### src/rtl/placeholder_pkg.sv
// Shared constants and LFSR step function for the place_holder_selfcheck health block.
package placeholder_pkg;

  localparam logic [63:0] DEF_SEED        = 64'hACE1_0001;
  localparam logic [63:0] DEF_TAPS        = 64'h8020_0003;
  localparam int          DEF_FAIL_THRESH = 1;
  localparam logic [7:0]  CNT_MAX         = 8'd255;

  // Fibonacci step: shift left, feed back the parity of the tapped bits into bit 0.
  // Callers pass state zero-extended to 64 bits and truncate the result.
  function automatic logic [63:0] lfsr_next(input logic [63:0] state,
                                            input logic [63:0] taps);
    return {state[62:0], ^(state & taps)};
  endfunction

endpackage

### src/rtl/placeholder_lfsr.sv
// One free-running Fibonacci LFSR, reloaded with SEED on reset.
module placeholder_lfsr
  import placeholder_pkg::*;
#(
  parameter int          WIDTH = 32,
  parameter logic [63:0] SEED  = DEF_SEED,
  parameter logic [63:0] TAPS  = DEF_TAPS
) (
  input  logic             CLK,
  input  logic             RST,
  output logic [WIDTH-1:0] state_o
);

  logic [WIDTH-1:0] state_q;
  logic [WIDTH-1:0] state_d;

  // Next state from the shared step function, narrowed back to WIDTH.
  always_comb begin
    state_d = WIDTH'(lfsr_next(64'(state_q), TAPS));
  end

  // State register: seed load on reset, otherwise step every cycle.
  always_ff @(posedge CLK) begin
    if (RST) begin
      state_q <= WIDTH'(SEED);
    end else begin
      state_q <= state_d;
    end
  end

  assign state_o = state_q;

endmodule

### src/rtl/place_holder_selfcheck.sv
// Self-check / liveness block: primary and shadow LFSRs run in lockstep; any
// divergence, an all-zero lockup, or an injected fault counts as a mismatch.
// FAIL_THRESH consecutive mismatches latch a sticky fault (out = 0) until RST.
// Optional macro PLACEHOLDER_FAULT_INJECT_EN adds an `inject` input that forces
// a mismatch for one cycle without disturbing LFSR state.
module place_holder_selfcheck
  import placeholder_pkg::*;
#(
  parameter int          WIDTH       = 32,
  parameter logic [63:0] SEED        = DEF_SEED,
  parameter logic [63:0] TAPS        = DEF_TAPS,
  parameter int          FAIL_THRESH = DEF_FAIL_THRESH
) (
  input  logic CLK,
  input  logic RST,
`ifdef PLACEHOLDER_FAULT_INJECT_EN
  input  logic inject,
`endif
  output logic out
);

  localparam logic [8:0] THRESH = 9'(FAIL_THRESH);

  logic [WIDTH-1:0] prim_q;
  logic [WIDTH-1:0] shad_q;
  logic [7:0]       cnt_q;
  logic [7:0]       cnt_d;
  logic             fail_q = 1'b0;  // power-up healthy, before any clock or reset
  logic             fail_d;
  logic             mismatch;
  logic [8:0]       cnt_inc;

  // Saturating run-length increment.
  function automatic logic [7:0] sat_inc(input logic [7:0] c);
    return (c == CNT_MAX) ? CNT_MAX : c + 8'd1;
  endfunction

  placeholder_lfsr #(
    .WIDTH (WIDTH),
    .SEED  (SEED),
    .TAPS  (TAPS)
  ) u_prim (
    .CLK     (CLK),
    .RST     (RST),
    .state_o (prim_q)
  );

  placeholder_lfsr #(
    .WIDTH (WIDTH),
    .SEED  (SEED),
    .TAPS  (TAPS)
  ) u_shad (
    .CLK     (CLK),
    .RST     (RST),
    .state_o (shad_q)
  );

  // Mismatch detection, run counter and fault-latch next state.
  always_comb begin
    mismatch = (prim_q != shad_q) || (prim_q == '0);
`ifdef PLACEHOLDER_FAULT_INJECT_EN
    mismatch = mismatch || inject;
`endif
    cnt_inc = {1'b0, cnt_q} + 9'd1;
    cnt_d   = '0;
    fail_d  = fail_q;
    if (mismatch) begin
      cnt_d = sat_inc(cnt_q);
      if (cnt_inc >= THRESH) begin
        fail_d = 1'b1;
      end
    end
  end

  // Control registers: reset wins over any mismatch run in progress.
  always_ff @(posedge CLK) begin
    if (RST) begin
      cnt_q  <= '0;
      fail_q <= 1'b0;
    end else begin
      cnt_q  <= cnt_d;
      fail_q <= fail_d;
    end
  end

  assign out = ~fail_q;

endmodule

### config.mk
export PLATFORM = sky130hd
export DESIGN_NAME = place_holder_selfcheck
export DESIGN_NICKNAME = d
export VERILOG_FILES = /design/src/rtl/placeholder_pkg.sv /design/src/rtl/placeholder_lfsr.sv /design/src/rtl/place_holder_selfcheck.sv
export SDC_FILE = /design/constraint.sdc
export NUM_CORES = 1
export LEC_CHECK = 0
export ABC_AREA = 1
export ABC_CLOCK_PERIOD_IN_PS = 1550
export CORE_ASPECT_RATIO = 1.1
export CORE_MARGIN = 4
export CORE_UTILIZATION = 55
export DETAILED_ROUTE_END_ITERATION = 6
export GPL_TIMING_DRIVEN = 0
export HOLD_SLACK_MARGIN = 0.1
export PLACE_DENSITY = 0.77
export SLEW_MARGIN = 10
export SYNTH_ARGS = -nofsm -noshare
export SYNTH_HDL_FRONTEND = slang
export SYNTH_SLANG_ARGS = --single-unit
### constraint.sdc
create_clock -name CLK -period 1.55 [get_ports CLK]
set_clock_uncertainty 0.2 [all_clocks]
set_input_delay 0.155 -clock CLK [delete_from_list [all_inputs] [get_ports CLK]]
set_output_delay 0.155 -clock CLK [all_outputs]
set_load 0.01 [all_outputs]
## After elaboration in Yosys (flattened, before gate mapping)

Index checks and enable logic that the tools add are counted.

| word-level totals | value |
|---|---|
| input port bits | 2 |
| output and inout port bits | 1 |
| register bits after elaboration | 73 |
| memories kept | 0 |
| memory bits (read-only) | 0 |
| bits in latches | 0 |
| bits in writable memories | 0 |

| cells by class | value |
|---|---|
| divide/modulo/power cells | 0 |
| order comparisons | 1 |
| reductions and logical operators | 6 |
| equal/unequal tests | 2 |
| shift operators | 0 |
| multipliers | 0 |
| bitwise logic cells | 2 |
| muxes and demuxes | 1 |
| add/subtract/negate cells | 2 |

Operator list:

| cell | count |
|---|---|
| $reduce_xor 64->1 | 2 |
| $logic_not 32->1 | 1 |
| $ne 32x32->1 | 1 |
| $add 8x1->9 const B | 1 |
| $ge 9x1->1 const B | 1 |
| $add 8x1->8 const B | 1 |
| $eq 8x8->1 const B | 1 |
| $mux 8 | 1 |
| $not 1->1 | 2 |
| $reduce_and 2->1 | 1 |
| $reduce_or 2->1 | 1 |
| $logic_or 1x1->1 | 1 |

## Longest topological paths before layout

Gate-level depths: netlist (run 1).

| depth | value |
|---|---|
| depth after elaboration | 4 |
| depth in mapped cells | 10 |

## By module

A second synthesis (run 1) with hierarchy kept.

| unflattened totals | value |
|---|---|
| cells, all modules | 498 |
| area, all modules | 3,524.6 um^2 |

By module, submodules not included:

| module | cells each | sequential area each (um^2) | times used | area an instance (um^2) |
|---|---|---|---|---|
| placeholder_lfsr | 138 | 640.6 | 2 | 1,183.6 |
| place_holder_selfcheck | 222 | 180.2 | 1 | 1,157.4 |

## Worst setup path after synthesis (run 1)

OpenSTA, ideal clock, no wires.

| path | value |
|---|---|
| kind | reg-to-reg |
| from | register cnt_q[0] |
| to | register fail_q |
| data required time | 1,237 ps |
| arrival time | 1,299 ps |
| setup time | 113 ps |
| slack | -62 ps |
| stages on the path, launching flop included | 10 |
| cell sequence | dfxtp_1 > inv_1 > ha_1 > nor3_1 > nor2b_1 > nand2_1 > nor2_1 > nand3_1 > nand3_1 > nand2_1 |

| on the way | value |
|---|---|
| cells in the longest elaborated chain, start to end | 3 |

Ends and longest elaborated chain:

| item | RTL line | text |
|---|---|---|
| start, declared | place_holder_selfcheck.sv:26 | `logic [7:0] cnt_q;` |
| start signal, assigned | place_holder_selfcheck.sv:81 | `cnt_q <= cnt_d;` |
| $add 8x1->9 | place_holder_selfcheck.sv:64 | `cnt_inc = {1'b0, cnt_q} + 9'd1;` |
| $ge 9x1->1 | place_holder_selfcheck.sv:69 | `if (cnt_inc >= THRESH) begin` |
| $reduce_and 2->1 (no source line) | n/a |  |
| end signal, assigned | place_holder_selfcheck.sv:82 | `fail_q <= fail_d;` |
| end, declared | place_holder_selfcheck.sv:28 | `logic fail_q = 1'b0;` |

Every way passes these cells.
A chain may end at the register's enable or synchronous reset.

## Worst setup path in the final report (run 1)

| path | value |
|---|---|
| from | register cnt_q[1] |
| to | register fail_q |

Same word-level chain as after synthesis.

==> results.cfg, run 1 <==
[routing]
drc_errors = 0
routed_via_density = 4.71
drt_pass1_iterations = 5
routed_wirelength_um = 4760
ant_nets = 0
routedWlPerCell_um = 11.0
dr.first_iter.drc_count = 50
vias = 2043

[worst_setup_path]
criticalPathCategory = flip-flop to flip-flop
worstPathMaxFanout = 3
crit_start = cnt_q[1]
worstPathArrival_ps = 1650
reg2reg_to = fail_q
ff2ff_setup_slack_ps = -50
cp-start-kind = flip-flop
r2r-start = cnt_q[1]
r2r_cells = 9
cp-end-kind = flip-flop
endpoint = fail_q
worst_ep_required_time_ps = 1600

[global_route]
grt_pass1_vias = 2022
antenna_found_initial = 0
grt_max_degree = 13
grt_first_pass_wirelength_um = 8040
grt_use_total = 0.165
overflow = 0

[final_layout]
final_cells = 434
drive_gt1_frac = 0.180
final_nets = 378
design_area_um2 = 3140
regArea_um2 = 1480
antenna_cells = 0
area_growth_pct = 12.4
fillCellCount = 395
multi_input_area_um2 = 1120

[placement]
dp.cells = 416
dp_hpwl_um = 3310
dpl_worst_slack_ps = -130
placed_area_um2 = 2870
port-buffer-count = 1
gp_congestion = 0.774

[yosys]
syn_area_per_cell_um2 = 7.78
synth-seq-cells = 73
seq_area_frac_synth = 0.524
synth.distinct_cells = 21
yosys.area.top_type_share = 0.524
synth_nets = 364
yosys_warnings = 0
synth_cells = 359
synth_area_leaders = dfxtp_1, nor2_1, nand2_1
synth_top_cell_by_area = dfxtp_1
netlist_area_um2 = 2790

[hold_path]
hp-class = input pin to flip-flop

[sta]
fin_crit_ps = 1600
report.final.slew_viol_count = 0
post-route-period-util = 1.03
worst_pin_slew_ps = 487
setup_viol = 1
hold_viol = 0
relSlewSlack = 0.675
worst_slack_ps = -53.1
setup_tns_ps = -53.1
rsz0062_at_grt = true
fmax_ghz = 0.624
timing.hold.ws_ps = 114

[die]
die_x_um = 75.9
initial_core_util = 0.584
io_pins = 3
die_area_um2 = 6280
die_y_um = 82.7
core_area_um2 = 4780
num_rows = 26

[pwr]
pwr-share-seq = 0.564
p_per_area_nw_per_um2 = 1150
power_leakage_nw = 1.38
pwr-share-clk = 0.346
power_frac_comb = 0.091
swShare = 0.254
p_int_mw = 2.69
ir_worst_vdd_mv = 0.719
power.switching_mw = 0.915

[clock_network]
clkSinkCount = 73
cts_buffer_depth = 2
cts_made_buffers = 9
htreeDepth = 3
insertion_delay_ps = 350
root_buffer = clkbuf_8
cts_tree = done
clkTransAtPathRegs_ps = 70

[status]
violations = setup timing
status = finished, violations left

[run]
cap_violations = 0
[through the flow]
stage                     utilization  total power [mW]
final                           0.656              3.60
after global routing            0.656              3.79
after CTS                       0.642              3.63
after detailed placement        0.601              2.37
after global placement          0.601              2.36
after floorplan                     -              2.30
[final cells by class]
| cell class | instances | area share |
|---|---|---|
| Sequential cell | 73 | 0.472 |
| Multi-Input combinational cell | 214 | 0.358 |
| Tap cell | 56 | 0.0223 |
| Timing Repair Buffer | 3 | 0.00758 |
| Buffer | 7 | 0.00837 |
| Clock inverter | 5 | 0.0104 |
| Inverter | 65 | 0.0793 |
| Clock buffer | 11 | 0.0419 |
[cells in the final DEF, fill, tap and decap left out, types with 2 or more instances in the layout]
| cell | instances |
|---|---|
| a21oi_1 | 2 |
| buf_4 | 2 |
| clkbuf_1 | 9 |
| clkbuf_8 | 9 |
| clkinv_2 | 3 |
| clkinv_4 | 2 |
| dfxtp_1 | 62 |
| dfxtp_2 | 9 |
| dfxtp_4 | 2 |
| ha_4 | 2 |
| inv_1 | 51 |
| inv_2 | 12 |
| inv_4 | 2 |
| nand2_1 | 66 |
| nand2_2 | 4 |
| nand3_1 | 5 |
| nand3_2 | 3 |
| nand4_1 | 10 |
| nor2_1 | 72 |
| nor2_2 | 8 |
| o21ai_0 | 2 |
| or2_2 | 6 |
| xnor2_1 | 25 |
| xor2_1 | 3 |
[cells in the mapped netlist]
| cell | number |
|---|---|
| dfxtp_1 | 73 |
| nor2b_1 | 1 |
| ha_1 | 3 |
| nor2_1 | 78 |
| inv_1 | 57 |
| nand2_1 | 69 |
| nor3_1 | 1 |
| nand2_2 | 2 |
| xnor2_1 | 25 |
| or2_2 | 6 |
| xor2_1 | 3 |
| o21ai_0 | 2 |
| o21bai_1 | 1 |
| a21oi_1 | 2 |
| nand3_2 | 2 |
| clkbuf_1 | 7 |
| nand4_1 | 10 |
| nand3_1 | 6 |
| inv_2 | 8 |
| nor2_2 | 2 |
| nor2_4 | 1 |
[routing by layer]
layer	share of wire	wire length, µm	vias up	GRT usage
met1	0.45	2120	929	0.158
met2	0.50	2380	21	0.302
met4	0.020	95	0	0.0819
met3	0.036	171	10	0.0759
li1	-	-	1083	-
met5	0	0	-	0
[registers in the layout, summed over array words and instances (netlist names)]
register        count
u_prim.state_o     32
cnt_q               8
u_shad.state_o     32
fail_q              1
[worst min path at each step]
stage / startpoint / to / slack, ps / cells after the start
CTS: RST / u_shad.state_o[27] / 120 / 2
global placement: u_shad.state_o[27] / u_shad.state_o[28] / 220 / 2
finish: RST / u_shad.state_o[27] / 110 / 2
floorplan: u_shad.state_o[10] / u_shad.state_o[11] / 220 / 2
global route: RST / u_shad.state_o[27] / 140 / 2
detailed placement: u_shad.state_o[12] / u_shad.state_o[13] / 230 / 2
[timing repair]
action | 4_1_cts | 5_1_grt
resized for setup | 8 | 28
setup buffers | 2 | 0
setup endpoints to repair | 10 | 9
pin swaps | 3 | 15
gates cloned | 0 | 0
hold buffers | 0 | 0
[power by group through the flow]
| stage | Clock (mW) | Combinational, mW | Sequential, mW |
|---|---|---|---|
| final | 1.24 | 0.326 | 2.03 |
| after global routing | 1.37 | 0.380 | 2.04 |
| after CTS | 1.29 | 0.319 | 2.03 |
| after detailed placement | 0 | 0.303 | 2.07 |
| after global placement | 0 | 0.293 | 2.07 |
| after floorplan | 0 | 0.247 | 2.05 |
[cell families (layout without fill, tap and decap cells)]
family                   count (synthesis)  count (layout)  synth area share
flip-flops                              73              73             0.524
AND/OR/NAND/NOR                        178             178             0.268
buffers and inverters                   72              91            0.0968
XOR/XNOR                                28              28            0.0879
AO/OA/AOI/OAI                            5               5           0.00986
adder cells (fa/ha/maj)                  3               3            0.0134
[critical path: stages, from the launching register on]
cell and delay [ps]:
dfxtp_4 380, inv_4 40, ha_4 230, nor3_2 130, nor2b_2 150, nand2_1 70, nor2_1 100, nand3_1 80
nand3_1 70, nand2_1 50
Note: power is estimated with default switching activity, not from simulation.
==> run 2, diff against run 1 <==
--- a/config.mk
+++ b/config.mk
@@ -14,6 +14,7 @@
 export GPL_TIMING_DRIVEN = 0
 export HOLD_SLACK_MARGIN = 0.1
 export PLACE_DENSITY = 0.77
+export SETUP_SLACK_MARGIN = 0.05
 export SLEW_MARGIN = 10
 export SYNTH_ARGS = -nofsm -noshare
 export SYNTH_HDL_FRONTEND = slang
==> run 2 against run 1 <==
  * The flow still finishes with violations (setup timing)
  * Sequential share of layout area is 0.71 points lower
  * Largest power group unchanged
  * Power is 0.21% lower
  * Routed wire length is 2.2% lower
==> results.cfg, run 2 (synthesis gave the netlist of run 1 again) <==
[final_layout]
final_common_cell = nor2_1
final_nets = 384
mostFrequentLayoutCells = nor2_1, nand2_1, dfxtp_1
antenna_cells = 0
area_growth_pct = 14.5
drive_gt1_frac = 0.186
design_area_um2 = 3200
fillCellCount = 393
multi_input_area_um2 = 1150
final_cells = 437
regArea_um2 = 1490

[status]
status = finished, violations left
violations = setup timing

[worst_setup_path]
critPathTopFamily = simple AND/OR/NAND/NOR gates
worstPathMaxFanout = 3
cp-start-kind = flip-flop
r2r_cells = 9
criticalPathCategory = flip-flop to flip-flop
path_buf_inv = 1
ff2ff_setup_slack_ps = -20
cp_slowest_cell = dfxtp_4
max_stage_delay_ps = 360
worstPathArrival_ps = 1610
worstPathCellList = inv_1, ha_4, nor3_2, nor2b_1, nand2_1, nor2_1, nand3_1, nand3_1, nand2_1
cp-end-kind = flip-flop
worst_ep_required_time_ps = 1590
r2r-start = cnt_q[1]
reg2reg_to = fail_q

[run]
cap_violations = 0

[pwr]
ir_worst_vdd_mv = 0.738
p_int_mw = 2.73
pwr-share-seq = 0.567
power_frac_comb = 0.097
power.switching_mw = 0.868
power_leakage_nw = 1.42
pwr-share-clk = 0.336
swShare = 0.242
p_per_area_nw_per_um2 = 1120
power_mw = 3.59

[hold_path]
hold_path_end = u_shad.state_o[26]
hp-class = input pin to flip-flop
min-delay-start = RST
hold_path_depth = 3

[routing]
vias = 2056
dr.first_iter.drc_count = 59
ant_nets = 0
routedWlPerCell_um = 10.7
routed_wirelength_um = 4660
drc_errors = 0
routed_via_density = 4.70
drt_pass1_iterations = 4

[clock_network]
clkSinkCount = 73
root_buffer = clkbuf_8
cts_buffer_depth = 2
htreeDepth = 3
cts_made_buffers = 9
cts_tree = done
clkTransAtPathRegs_ps = 70
insertion_delay_ps = 340

[sta]
worst_slack_ps = -24.6
report.final.slew_viol_count = 0
relSlewSlack = 0.661
setup_viol = 1
worst_pin_slew_ps = 509
hold_viol = 0
fmax_ghz = 0.635
rsz0062_at_grt = true
fin_crit_ps = 1570
timing.hold.ws_ps = 173
post-route-period-util = 1.02

[die]
initial_core_util = 0.584
io_pins = 3
die_y_um = 82.7
die_area_um2 = 6280
num_rows = 26
core_area_um2 = 4780
die_x_um = 75.9

[placement]
placed_area_um2 = 2870
dp_hpwl_um = 3200
dp.cells = 416
gp_congestion = 0.743
dpl_worst_slack_ps = -141
port-buffer-count = 1

[global_route]
overflow = 0
grt_first_pass_wirelength_um = 8210
antenna_found_initial = 0
grt_use_total = 0.166
grt_pass1_vias = 1997
grt_max_degree = 11
==> run 2: per-layer routing <==
layer	GRT usage	share of wire	vias to the layer above
met3	0.0521	0.031	9
li1	-	-	1090
met1	0.193	0.48	936
met2	0.279	0.46	21
met5	0	0	-
met4	0.0854	0.020	0
==> run 2: how the worst max path moves through the flow <==
| stage | startpoint | to | slack, ps | depth (start not counted) |
|---|---|---|---|---|
| floorplan | cnt_q[1] | fail_q | 10 | 9 |
| global placement | cnt_q[1] | fail_q | -130 | 9 |
| detailed placement | cnt_q[1] | fail_q | -140 | 9 |
| CTS | cnt_q[0] | fail_q | -40 | 9 |
| global route | cnt_q[0] | fail_q | -140 | 10 |
| finish | cnt_q[1] | fail_q | -20 | 9 |
==> run 2: power groups by stage <==
stage	Sequential, mW	Clock, mW	Combinational, mW
global route	2.04	1.31	0.404
floorplan	2.06	0	0.247
detailed placement	2.07	0	0.304
global placement	2.06	0	0.293
finish	2.04	1.21	0.350
CTS	2.03	1.24	0.335
==> run 2: stage by stage <==
stage	util	TNS, ps
after CTS	0.655	-41.9
final	0.668	-24.6
after global placement	0.601	-133
after global routing	0.668	-989
after floorplan	-	0
after detailed placement	0.601	-141
==> run 2: area by class of cell <==
type                    count  area share
plain buffers               7     0.00822
repair buffers              9      0.0223
clock inverters             1     0.00157
multi-input cells         214       0.359
inverters                  65      0.0771
well taps                  56      0.0219
clock buffers              12      0.0454
flip-flops and latches     73       0.465
==> run 2: timing repair <==
action	CTS	global route
gates cloned	0	0
endpoints found under the hold margin	2	0
setup endpoints to repair	10	9
gates resized for setup	19	17
pin swaps	6	12
hold buffers	1	0
buffers inserted	6	1
==> run 2: tightest hold or removal path, delay by kind of cell <==
kind	cells	cell delay, ps
buffers and inverters	2	430
and+or+nand+nor	1	80
==> run 3, diff against run 2 <==
--- a/config.mk
+++ b/config.mk
@@ -8,7 +8,7 @@
 export ABC_AREA = 1
 export ABC_CLOCK_PERIOD_IN_PS = 1550
 export CORE_ASPECT_RATIO = 1.1
-export CORE_MARGIN = 4
+export CORE_MARGIN = 10
 export CORE_UTILIZATION = 55
 export DETAILED_ROUTE_END_ITERATION = 6
 export GPL_TIMING_DRIVEN = 0
==> run 3 against run 2 <==
  * The run still ends with setup timing left
  * Die area rose by 33%
  * Design area shrank 3.5%
  * Maximum frequency is 1.2% lower
  * Flip-flop and latch count stayed put
  * First-iteration DRC count is 1.7% higher
  * Global-route usage is 4.2 points lower
  * Worst hold slack lost 9.0 ps
  * Via count shrank 1.8%
  * Largest cell class unchanged
==> results.cfg, run 3 (synthesis gave the netlist of run 1 again) <==
[clock_network]
htreeDepth = 3
cts_tree = done
cts_made_buffers = 9
insertion_delay_ps = 340
ctsHoldBuffers = 0
clkTransAtPathRegs_ps = 70
cts_buffer_depth = 2
clkSinkCount = 73
root_buffer = clkbuf_8

[final_layout]
final_nets = 377
mostFrequentLayoutCells = nor2_1, nand2_1, dfxtp_1
area_growth_pct = 10.5
final_cells = 432
final_core_util = 0.621
antenna_cells = 0
drive_gt1_frac = 0.123
final_common_cell = nor2_1

[pwr]
p_int_mw = 2.70
power.switching_mw = 0.862
power_leakage_nw = 1.36
swShare = 0.242
power_frac_comb = 0.090
power_mw = 3.56
pwr-share-seq = 0.570
p_per_area_nw_per_um2 = 1150
ir_worst_vdd_mv = 0.796
pwr-share-clk = 0.340

[sta]
fmax_ghz = 0.627
hold_viol = 0
setup_viol = 2
relSlewSlack = 0.684
rsz0062_at_grt = true
worst_pin_slew_ps = 474
post-route-period-util = 1.03
worst_slack_ps = -43.9
fin_crit_ps = 1590
report.final.slew_viol_count = 0

[die]
die_x_um = 87.9
die_area_um2 = 8330
core_area_um2 = 4970
num_rows = 27
io_pins = 3
die_y_um = 94.7
initial_core_util = 0.562

[placement]
port-buffer-count = 1
dp.cells = 418
gp_congestion = 0.779
dp_hpwl_um = 3200

[global_route]
grt_use_total = 0.124
grt_pass1_vias = 2001
antenna_found_initial = 0
grt_first_pass_wirelength_um = 8230
overflow = 0
grt_max_degree = 11

[routing]
routed_via_density = 4.67
dr.first_iter.drc_count = 60
drc_errors = 0
vias = 2019
routedWlPerCell_um = 10.6
routed_wirelength_um = 4560
ant_nets = 0
drt_pass1_iterations = 4

[run]
cap_violations = 0

[worst_setup_path]
r2r-start = cnt_q[1]
worstPathMaxFanout = 3
cp-start-kind = flip-flop
cp-end-kind = flip-flop
worst_ep_required_time_ps = 1590
worstPathArrival_ps = 1640
criticalPathCategory = flip-flop to flip-flop
crit_start = cnt_q[1]

[hold_path]
min-delay-start = RST
hp-class = input pin to flip-flop

[status]
violations = setup timing
status = finished, violations left
==> run 3: cell types whose count changed in the layout (fill, tap and decap cells not counted) <==
cell / previous run / this run
nor2_1: 70 / 78
xnor2_2: 3 / 0
dlygate4sd3_1: 1 / 0
xnor2_1: 22 / 25
dfxtp_1: 58 / 67
inv_4: 1 / 2
nand2_4: 2 / 0
nor2b_1: 1 / 0
nor2b_2: 0 / 1
inv_2: 9 / 8
nor2_2: 10 / 2
nand2_2: 0 / 2
buf_4: 7 / 1
dfxtp_2: 13 / 4
==> run 3: power groups by stage <==
stage          Sequential (mW)  Clock (mW)  Combinational (mW)
6_report                  2.03        1.21               0.319
5_1_grt                   2.04        1.31               0.376
4_1_cts                   2.03        1.24               0.319
3_5_place_dp              2.07           0               0.304
3_3_place_gp              2.07           0               0.295
2_1_floorplan             2.06           0               0.247
==> run 3: path summary, 6_finish.rpt <==
check	endpoint	slack (ps)	depth (start not counted)
worst max register to register	fail_q	-40	9
worst min register to register	u_shad.state_o[14]	230	2
worst min-delay path	u_shad.state_o[27]	160	2
worst max-delay path	fail_q	-40	9
==> run 3: cell type report <==
cell class	count	area, µm²
fillers	448	1880
flip-flops and latches	73	1470
multi-input cells	214	1100
inverters	65	249
clock buffers	12	145
well taps	58	72.6
plain buffers	7	26.3
repair buffers	2	16.3
clock inverters	1	5.00
==> run 3: what timing repair did <==
item,4_1_cts,5_1_grt
setup buffers,1,0
endpoints found under the setup margin,10,9
resized for setup,9,7
pin swaps,7,2
==> run 3: per-stage QoR <==
stage	worst slack, ps	hold slack [ps]	TNS (ps)	cell area, µm²
global route	-218	199	-1530	3090
floorplan	10.8	216	0	2790
global placement	-125	221	-270	2880
finish	-43.9	164	-44.2	3090
CTS	-89.1	155	-192	3060
detailed placement	-169	226	-382	2880
==> run 3: per-layer routing <==
| metal | wire (µm) | vias to the layer above | global-route usage | share of wire |
|---|---|---|---|---|
| met4 | 118 | 0 | 0.0878 | 0.026 |
| met5 | 0 | - | 0 | 0 |
| met3 | 126 | 12 | 0.0284 | 0.028 |
| met2 | 2220 | 14 | 0.202 | 0.49 |
| met1 | 2090 | 918 | 0.141 | 0.46 |
| li1 | - | 1075 | - | - |
==> run 3: critical path, stage by stage (launching register included) <==
cell,delay (ps)
dfxtp_4,380
inv_4,40
ha_4,230
nor3_2,140
nor2b_2,160
nand2_1,60
nor2_1,100
nand3_1,80
nand3_1,70
nand2_1,50
